===== src/rtl/if_stage_pkg.sv =====
// -----------------------------------------------------------------------------
// if_stage_pkg
// Shared constants for the instruction-fetch stage: the bubble encoding, the
// 1-bit FETCH/HOLD state encoding, the PC increment and a word-align helper.
// -----------------------------------------------------------------------------
package if_stage_pkg;

  // sll $0,$0,0 -- the canonical MIPS no-op used as an IF/ID bubble.
  localparam logic [31:0] NOP_ENC = 32'h0000_0000;

  // Sequential instruction stride in bytes.
  localparam logic [31:0] PC_INC = 32'd4;

  // FETCH: a request is outstanding at pc.
  // HOLD : an instruction arrived during a stall and sits in the hold buffer.
  typedef enum logic {
    FETCH = 1'b0,
    HOLD  = 1'b1
  } fetchState_t;

  // Instruction addresses are always word aligned; the low two bits are dropped.
  function automatic logic [31:0] alignWord(input logic [31:0] addr);
    return {addr[31:2], 2'b00};
  endfunction

endpackage


===== src/rtl/if_stage_ifid_reg.sv =====
// -----------------------------------------------------------------------------
// ifid_reg
// IF/ID pipeline register. Flush beats load, load beats hold.
//
// Ports
//   clock       in   rising-edge clock
//   reset       in   synchronous, active-high; loads the bubble
//   load        in   capture {instr, pcPlus4} as a valid instruction
//   flush       in   replace contents with a bubble (priority over load/hold)
//   instr       in   instruction to capture
//   pcPlus4     in   PC+4 of that instruction
//   ifidInstr   out  registered instruction
//   ifidPcPlus4 out  registered PC+4
//   ifidValid   out  1 = register holds a real instruction
// -----------------------------------------------------------------------------
import if_stage_pkg::*;

module ifid_reg #(
  parameter logic [31:0] NOP_INSTR = NOP_ENC
) (
  input  logic        clock,
  input  logic        reset,
  input  logic        load,
  input  logic        flush,
  input  logic [31:0] instr,
  input  logic [31:0] pcPlus4,
  output logic [31:0] ifidInstr,
  output logic [31:0] ifidPcPlus4,
  output logic        ifidValid
);

  always_ff @(posedge clock) begin
    // NOTE: registers are assigned with <= so every flop samples the
    // pre-edge values; blocking here would create order-dependent races.
    if (reset || flush) begin
      ifidInstr   <= NOP_INSTR;
      ifidPcPlus4 <= '0;
      ifidValid   <= 1'b0;
    end else if (load) begin
      ifidInstr   <= instr;
      ifidPcPlus4 <= pcPlus4;
      ifidValid   <= 1'b1;
    end
  end

endmodule


===== src/rtl/if_stage.sv =====
// -----------------------------------------------------------------------------
// if_stage
// Instruction-fetch stage with IF/ID register. Holds the PC, issues fetches,
// obeys the hazard unit's PCWrite/IFIDWrite stalls, applies EX/MEM branch
// redirects, and keeps an instruction that returns during a stall in a
// one-entry hold buffer so it is never fetched twice.
//
// Build option: define IF_STAGE_FETCH_CNT_EN to get a saturating count of
// valid IF/ID loads on fetch_cnt; otherwise fetch_cnt is tied to zero.
//
// Ports
//   clock          in   rising-edge clock
//   reset          in   synchronous, active-high
//   pc_write       in   PCWrite from hazard unit (0 = hold PC)
//   ifid_write     in   IFIDWrite from hazard unit (0 = hold IF/ID)
//   branch_taken   in   resolved taken branch from EX/MEM
//   branch_target  in   redirect address (low two bits ignored)
//   imem_req       out  fetch request, high only in FETCH
//   imem_addr      out  fetch address, always equal to pc
//   imem_instr     in   returned instruction, valid with imem_rdy
//   imem_rdy       in   memory returns data for imem_addr this cycle
//   pc             out  current fetch PC
//   ifid_instr     out  IF/ID instruction
//   ifid_pc_plus4  out  IF/ID PC+4
//   ifid_valid     out  IF/ID holds a real instruction
//   fetch_cnt      out  valid-fetch counter (optional)
// -----------------------------------------------------------------------------
import if_stage_pkg::*;

module if_stage #(
  parameter logic [31:0] RESET_PC  = 32'h0000_0000,
  parameter logic [31:0] NOP_INSTR = NOP_ENC
) (
  input  logic        clock,
  input  logic        reset,
  input  logic        pc_write,
  input  logic        ifid_write,
  input  logic        branch_taken,
  input  logic [31:0] branch_target,
  output logic        imem_req,
  output logic [31:0] imem_addr,
  input  logic [31:0] imem_instr,
  input  logic        imem_rdy,
  output logic [31:0] pc,
  output logic [31:0] ifid_instr,
  output logic [31:0] ifid_pc_plus4,
  output logic        ifid_valid,
  output logic [31:0] fetch_cnt
);

  fetchState_t state, stateNext;
  logic [31:0] pcReg, pcNext, pcPlus4;
  logic [31:0] holdBuf, holdBufNext;
  logic [31:0] loadInstr;
  logic        stall, load, flush;

  // A half-stall (only one of the two enables low) is treated as a full
  // stall so the PC and IF/ID can never drift apart.
  assign stall   = ~ifid_write | ~pc_write;
  assign pcPlus4 = pcReg + PC_INC;  // modulo 2^32, wraps silently

  assign imem_req  = (state == FETCH);
  assign imem_addr = pcReg;
  assign pc        = pcReg;

  always_comb begin
    // NOTE: every output of this block gets a default first, so no path can
    // leave one unassigned and infer a latch.
    stateNext   = state;
    pcNext      = pcReg;
    holdBufNext = holdBuf;
    loadInstr   = imem_instr;
    load        = 1'b0;
    flush       = 1'b0;

    if (branch_taken) begin
      // Redirect wins over stall and imem_rdy; any returning data is dropped.
      pcNext      = alignWord(branch_target);
      stateNext   = FETCH;
      holdBufNext = '0;
      flush       = 1'b1;
    end else begin
      unique case (state)
        FETCH: begin
          if (imem_rdy && !stall) begin
            load   = 1'b1;
            pcNext = pcPlus4;
          end else if (imem_rdy) begin
            // Data arrived while stalled: park it instead of re-fetching.
            holdBufNext = imem_instr;
            stateNext   = HOLD;
          end else if (!stall) begin
            flush = 1'b1;  // memory not ready: push a bubble
          end
        end
        HOLD: begin
          if (!stall) begin
            load      = 1'b1;
            loadInstr = holdBuf;
            pcNext    = pcPlus4;
            stateNext = FETCH;
          end
        end
        default: ;
      endcase
    end
  end

  always_ff @(posedge clock) begin
    if (reset) begin
      state   <= FETCH;
      pcReg   <= RESET_PC;
      holdBuf <= '0;
    end else begin
      state   <= stateNext;
      pcReg   <= pcNext;
      holdBuf <= holdBufNext;
    end
  end

  ifid_reg #(
    .NOP_INSTR (NOP_INSTR)
  ) u_ifid_reg (
    .clock       (clock),
    .reset       (reset),
    .load        (load),
    .flush       (flush),
    .instr       (loadInstr),
    .pcPlus4     (pcPlus4),
    .ifidInstr   (ifid_instr),
    .ifidPcPlus4 (ifid_pc_plus4),
    .ifidValid   (ifid_valid)
  );

`ifdef IF_STAGE_FETCH_CNT_EN
  logic [31:0] fetchCnt;

  // Counts only valid IF/ID loads; bubbles and flushes never set load.
  always_ff @(posedge clock) begin
    if (reset) begin
      fetchCnt <= '0;
    end else if (load && (fetchCnt != '1)) begin
      fetchCnt <= fetchCnt + 32'd1;
    end
  end

  assign fetch_cnt = fetchCnt;
`else
  assign fetch_cnt = '0;
`endif

endmodule


===== config.mk =====
export PLATFORM = sky130hd
export DESIGN_NAME = if_stage
export DESIGN_NICKNAME = d
export VERILOG_FILES = /design/src/rtl/if_stage_pkg.sv /design/src/rtl/if_stage_ifid_reg.sv /design/src/rtl/if_stage.sv
export SDC_FILE = /design/constraint.sdc
export NUM_CORES = 1
export LEC_CHECK = 0
export ABC_AREA = 1
export CAP_MARGIN = 10
export CORE_MARGIN = 2
export CORE_UTILIZATION = 48
export CTS_CLUSTER_DIAMETER = 200
export DETAILED_ROUTE_END_ITERATION = 8
export GPL_ROUTABILITY_DRIVEN = 0
export PLACE_DENSITY = 0.95
export SLEW_MARGIN = 20
export SYNTH_ARGS = -nofsm -noshare
export SYNTH_HDL_FRONTEND = slang
export SYNTH_SLANG_ARGS = --single-unit

===== constraint.sdc =====
create_clock -name clock -period 2.51 [get_ports clock]
set_input_delay 0.251 -clock clock [delete_from_list [all_inputs] [get_ports clock]]
set_output_delay 0.251 -clock clock [all_outputs]
set_load 0.05 [all_outputs]

==> impl_metrics.env <==
export IMPL_hpwl_um=13000
export IMPL_grt_max_degree=53
export IMPL_port_buffers=191
export IMPL_grt_first_pass_wirelength_um=30100
export IMPL_grt_pass1_vias=6131
export IMPL_grt_overflow_total=0
export IMPL_seq_area_mm2=0.00252
export IMPL_finalPower_mw=5.61
export IMPL_crit_required_ns=2.26
export IMPL_fin_ws_ns=0.395
export IMPL_arrival_ns=1.86
export IMPL_synth_cells=890
export IMPL_avgViaCountPerCell=5.30
export IMPL_leakage_nw=3.40
export IMPL_fp_dieW_um=118
export IMPL_layout_commonest_cell="clkdlybuf4s50_1"
export IMPL_final_cell_mix="clkdlybuf4s50_1, nand2_1, dfxtp_1, nor2_1, o21ai_0"
export IMPL_antenna_found_initial=0
export IMPL_finalInstanceArea_mm2=0.00850
export IMPL_die_y_um=118
export IMPL_top_layer_used="met4"
export IMPL_cts_buffers=17
export IMPL_cts_tree="built"
export IMPL_setup_worst_path_end_class="output port"
export IMPL_worstMarginPinSlew_ns=0.620
export IMPL_finalCritPeriodShare=0.843
export IMPL_grt_setup_unrepaired="no"
export IMPL_slew_viol_final=0
export IMPL_drv_cap=0
export IMPL_wl_met2_um=9450
export IMPL_multi_input_area_mm2=0.00284
export IMPL_clock_path_buffers=2
export IMPL_nNetsFinal=1110
export IMPL_initial_utilization=0.493
export IMPL_crit_type="reg -> out"
export IMPL_ir_drop_v=0.000537
export IMPL_n_antenna_cell=0
export IMPL_synth_edf_count=0
export IMPL_clock_latency_ns=0.42
export IMPL_area_growth_synth_to_final_pct=36.6
export IMPL_power_density_mw_per_mm2=660
export IMPL_fillerInstances=1041
export IMPL_cts_repair_resized=0
export IMPL_avgRoutedWirePerCell_um=15.3
export IMPL_drive_above_1_share=0.0637
export IMPL_cts_sinks=126
export IMPL_hold_viol_final=0
export IMPL_status="finished, final reports clean"
export IMPL_drt_iter0_markers=571
export IMPL_worst_path_max_delay_cell="clkdlybuf4s50_1"
export IMPL_setup_viol=0
export IMPL_fmax_mhz=473
export IMPL_crit_path_cell_trace="clkdlybuf4s50_1"
export IMPL_synth_cell_types=31
export IMPL_wl_met1_um=6950
export IMPL_wl_um=18700
export IMPL_preCtsSetupSlack_ns=0.399
export IMPL_dr_pass1_iters=5
export IMPL_cpLargestDelayFamily="buffers and inverters"
export IMPL_rows=41
export IMPL_grt_total_usage=0.267
export IMPL_ys_flop_type="dfxtp_1"
export IMPL_antenna_left=0
export IMPL_routed_via_count=6484
export IMPL_crit_buf_inv=1
export IMPL_htreeDepth=4
export IMPL_die_area_mm2=0.0139
export IMPL_async_flop_share=0
export IMPL_relSlewSlack=0.586
export IMPL_finalClockSkew_ns=0.00687
export IMPL_setup_tns_ns=0
export IMPL_startpoint_type="register"
export IMPL_cts_setup_buffers=0
export IMPL_post_route_drc_count=0
export IMPL_path_clk_slew_ns=0.06
export IMPL_period_needed_ns=2.12
export IMPL_hold_path_class="in -> reg"
export IMPL_cp_max_fo=6
export IMPL_avgSynthCellArea_um2=6.99
export IMPL_ios=232
export IMPL_synth_seq_cells=126
export IMPL_synth_seq_area_share=0.405
export IMPL_dr_wl_met3_um=1790
export IMPL_place_area_mm2=0.00789
export IMPL_synthesis_area_mm2=0.00622
export IMPL_core_area_mm2=0.0126
export IMPL_synth_warnings=0
export IMPL_slowest_delay_ns=0.90
export IMPL_root_buffer="clkbuf_16"
export IMPL_holdBufCountCts=0
## through the flow
step | utilization | hold slack [ns] | cells
final | 0.674 | 0.418 | 1224
after global routing | 0.674 | 0.422 | 1224
after CTS | 0.674 | 0.405 | 1224
after detailed placement | 0.625 | 0.459 | 1192
after global placement | 0.625 | 0.448 | 1192
after floorplan | - | 0.386 | 927
## cells in the mapped netlist (3+ instances only)
master	number	area (um2)
nand2_1	174	653
dfxtp_1	126	2520
nor2_1	116	435
o21ai_0	75	375
a21oi_1	73	365
buf_4	71	533
inv_1	71	267
nand3_1	51	255
o22ai_1	32	200
clkbuf_1	20	75.1
o21ai_1	19	95.1
buf_2	18	90.1
a31oi_1	9	56.3
nor2_2	6	37.5
inv_2	4	15.0
and2_1	3	18.8
nor2_4	3	33.8
xor2_1	3	26.3
## state kept, by name, summed over array words and instances (netlist names)
register / flops
u_ifid_reg.ifidValid: 1
imem_addr: 30
holdBuf: 32
u_ifid_reg.ifidInstr: 32
u_ifid_reg.ifidPcPlus4: 30
state: 1
## layer usage
metal / track usage / vias to the layer above
met2: 0.473 / 354
met3: 0.0756 / 47
met5: 0 / -
met4: 0.119 / 0
li1: - / 3098
met1: 0.295 / 2985
## path summary, 6_finish.rpt
check,slack (ns),cells past startpoint,to,start
worst max-delay path,0.39,1,imem_addr[15],imem_addr[15]$_SDFFE_PP0P_
worst min register to register,0.47,2,u_ifid_reg.ifidPcPlus4[3]$_SDFFE_PP0P_,u_ifid_reg.ifidPcPlus4[3]$_SDFFE_PP0P_
worst min-delay path,0.42,3,imem_addr[8]$_SDFFE_PP0P_,branch_target[8]
worst max register to register,0.63,10,u_ifid_reg.ifidPcPlus4[26]$_SDFFE_PP0P_,imem_addr[3]$_SDFFE_PP0P_
## kinds of logic after synthesis
group,synth area share
compound gates,0.180
fa+ha+maj,0.00201
buf+inv,0.162
xor+xnor,0.00563
simple gates,0.245
flops,0.405
other cells,0.000603
## power breakdown
group	internal, mW	switching [mW]	total [mW]	leakage (nW)
registers	2.06	0.0724	2.14	1.03
clock network	1.62	0.935	2.55	0.299
logic	0.296	0.626	0.922	2.07
## final cells by class
type / instances / area share
Sequential cell: 126 / 0.297
Multi-Input combinational cell: 614 / 0.334
Timing Repair Buffer: 204 / 0.238
Inverter: 76 / 0.0338
Clock inverter: 13 / 0.0193
Tap cell: 172 / 0.0253
Clock buffer: 19 / 0.0533
(Power assumes the default switching activity.)
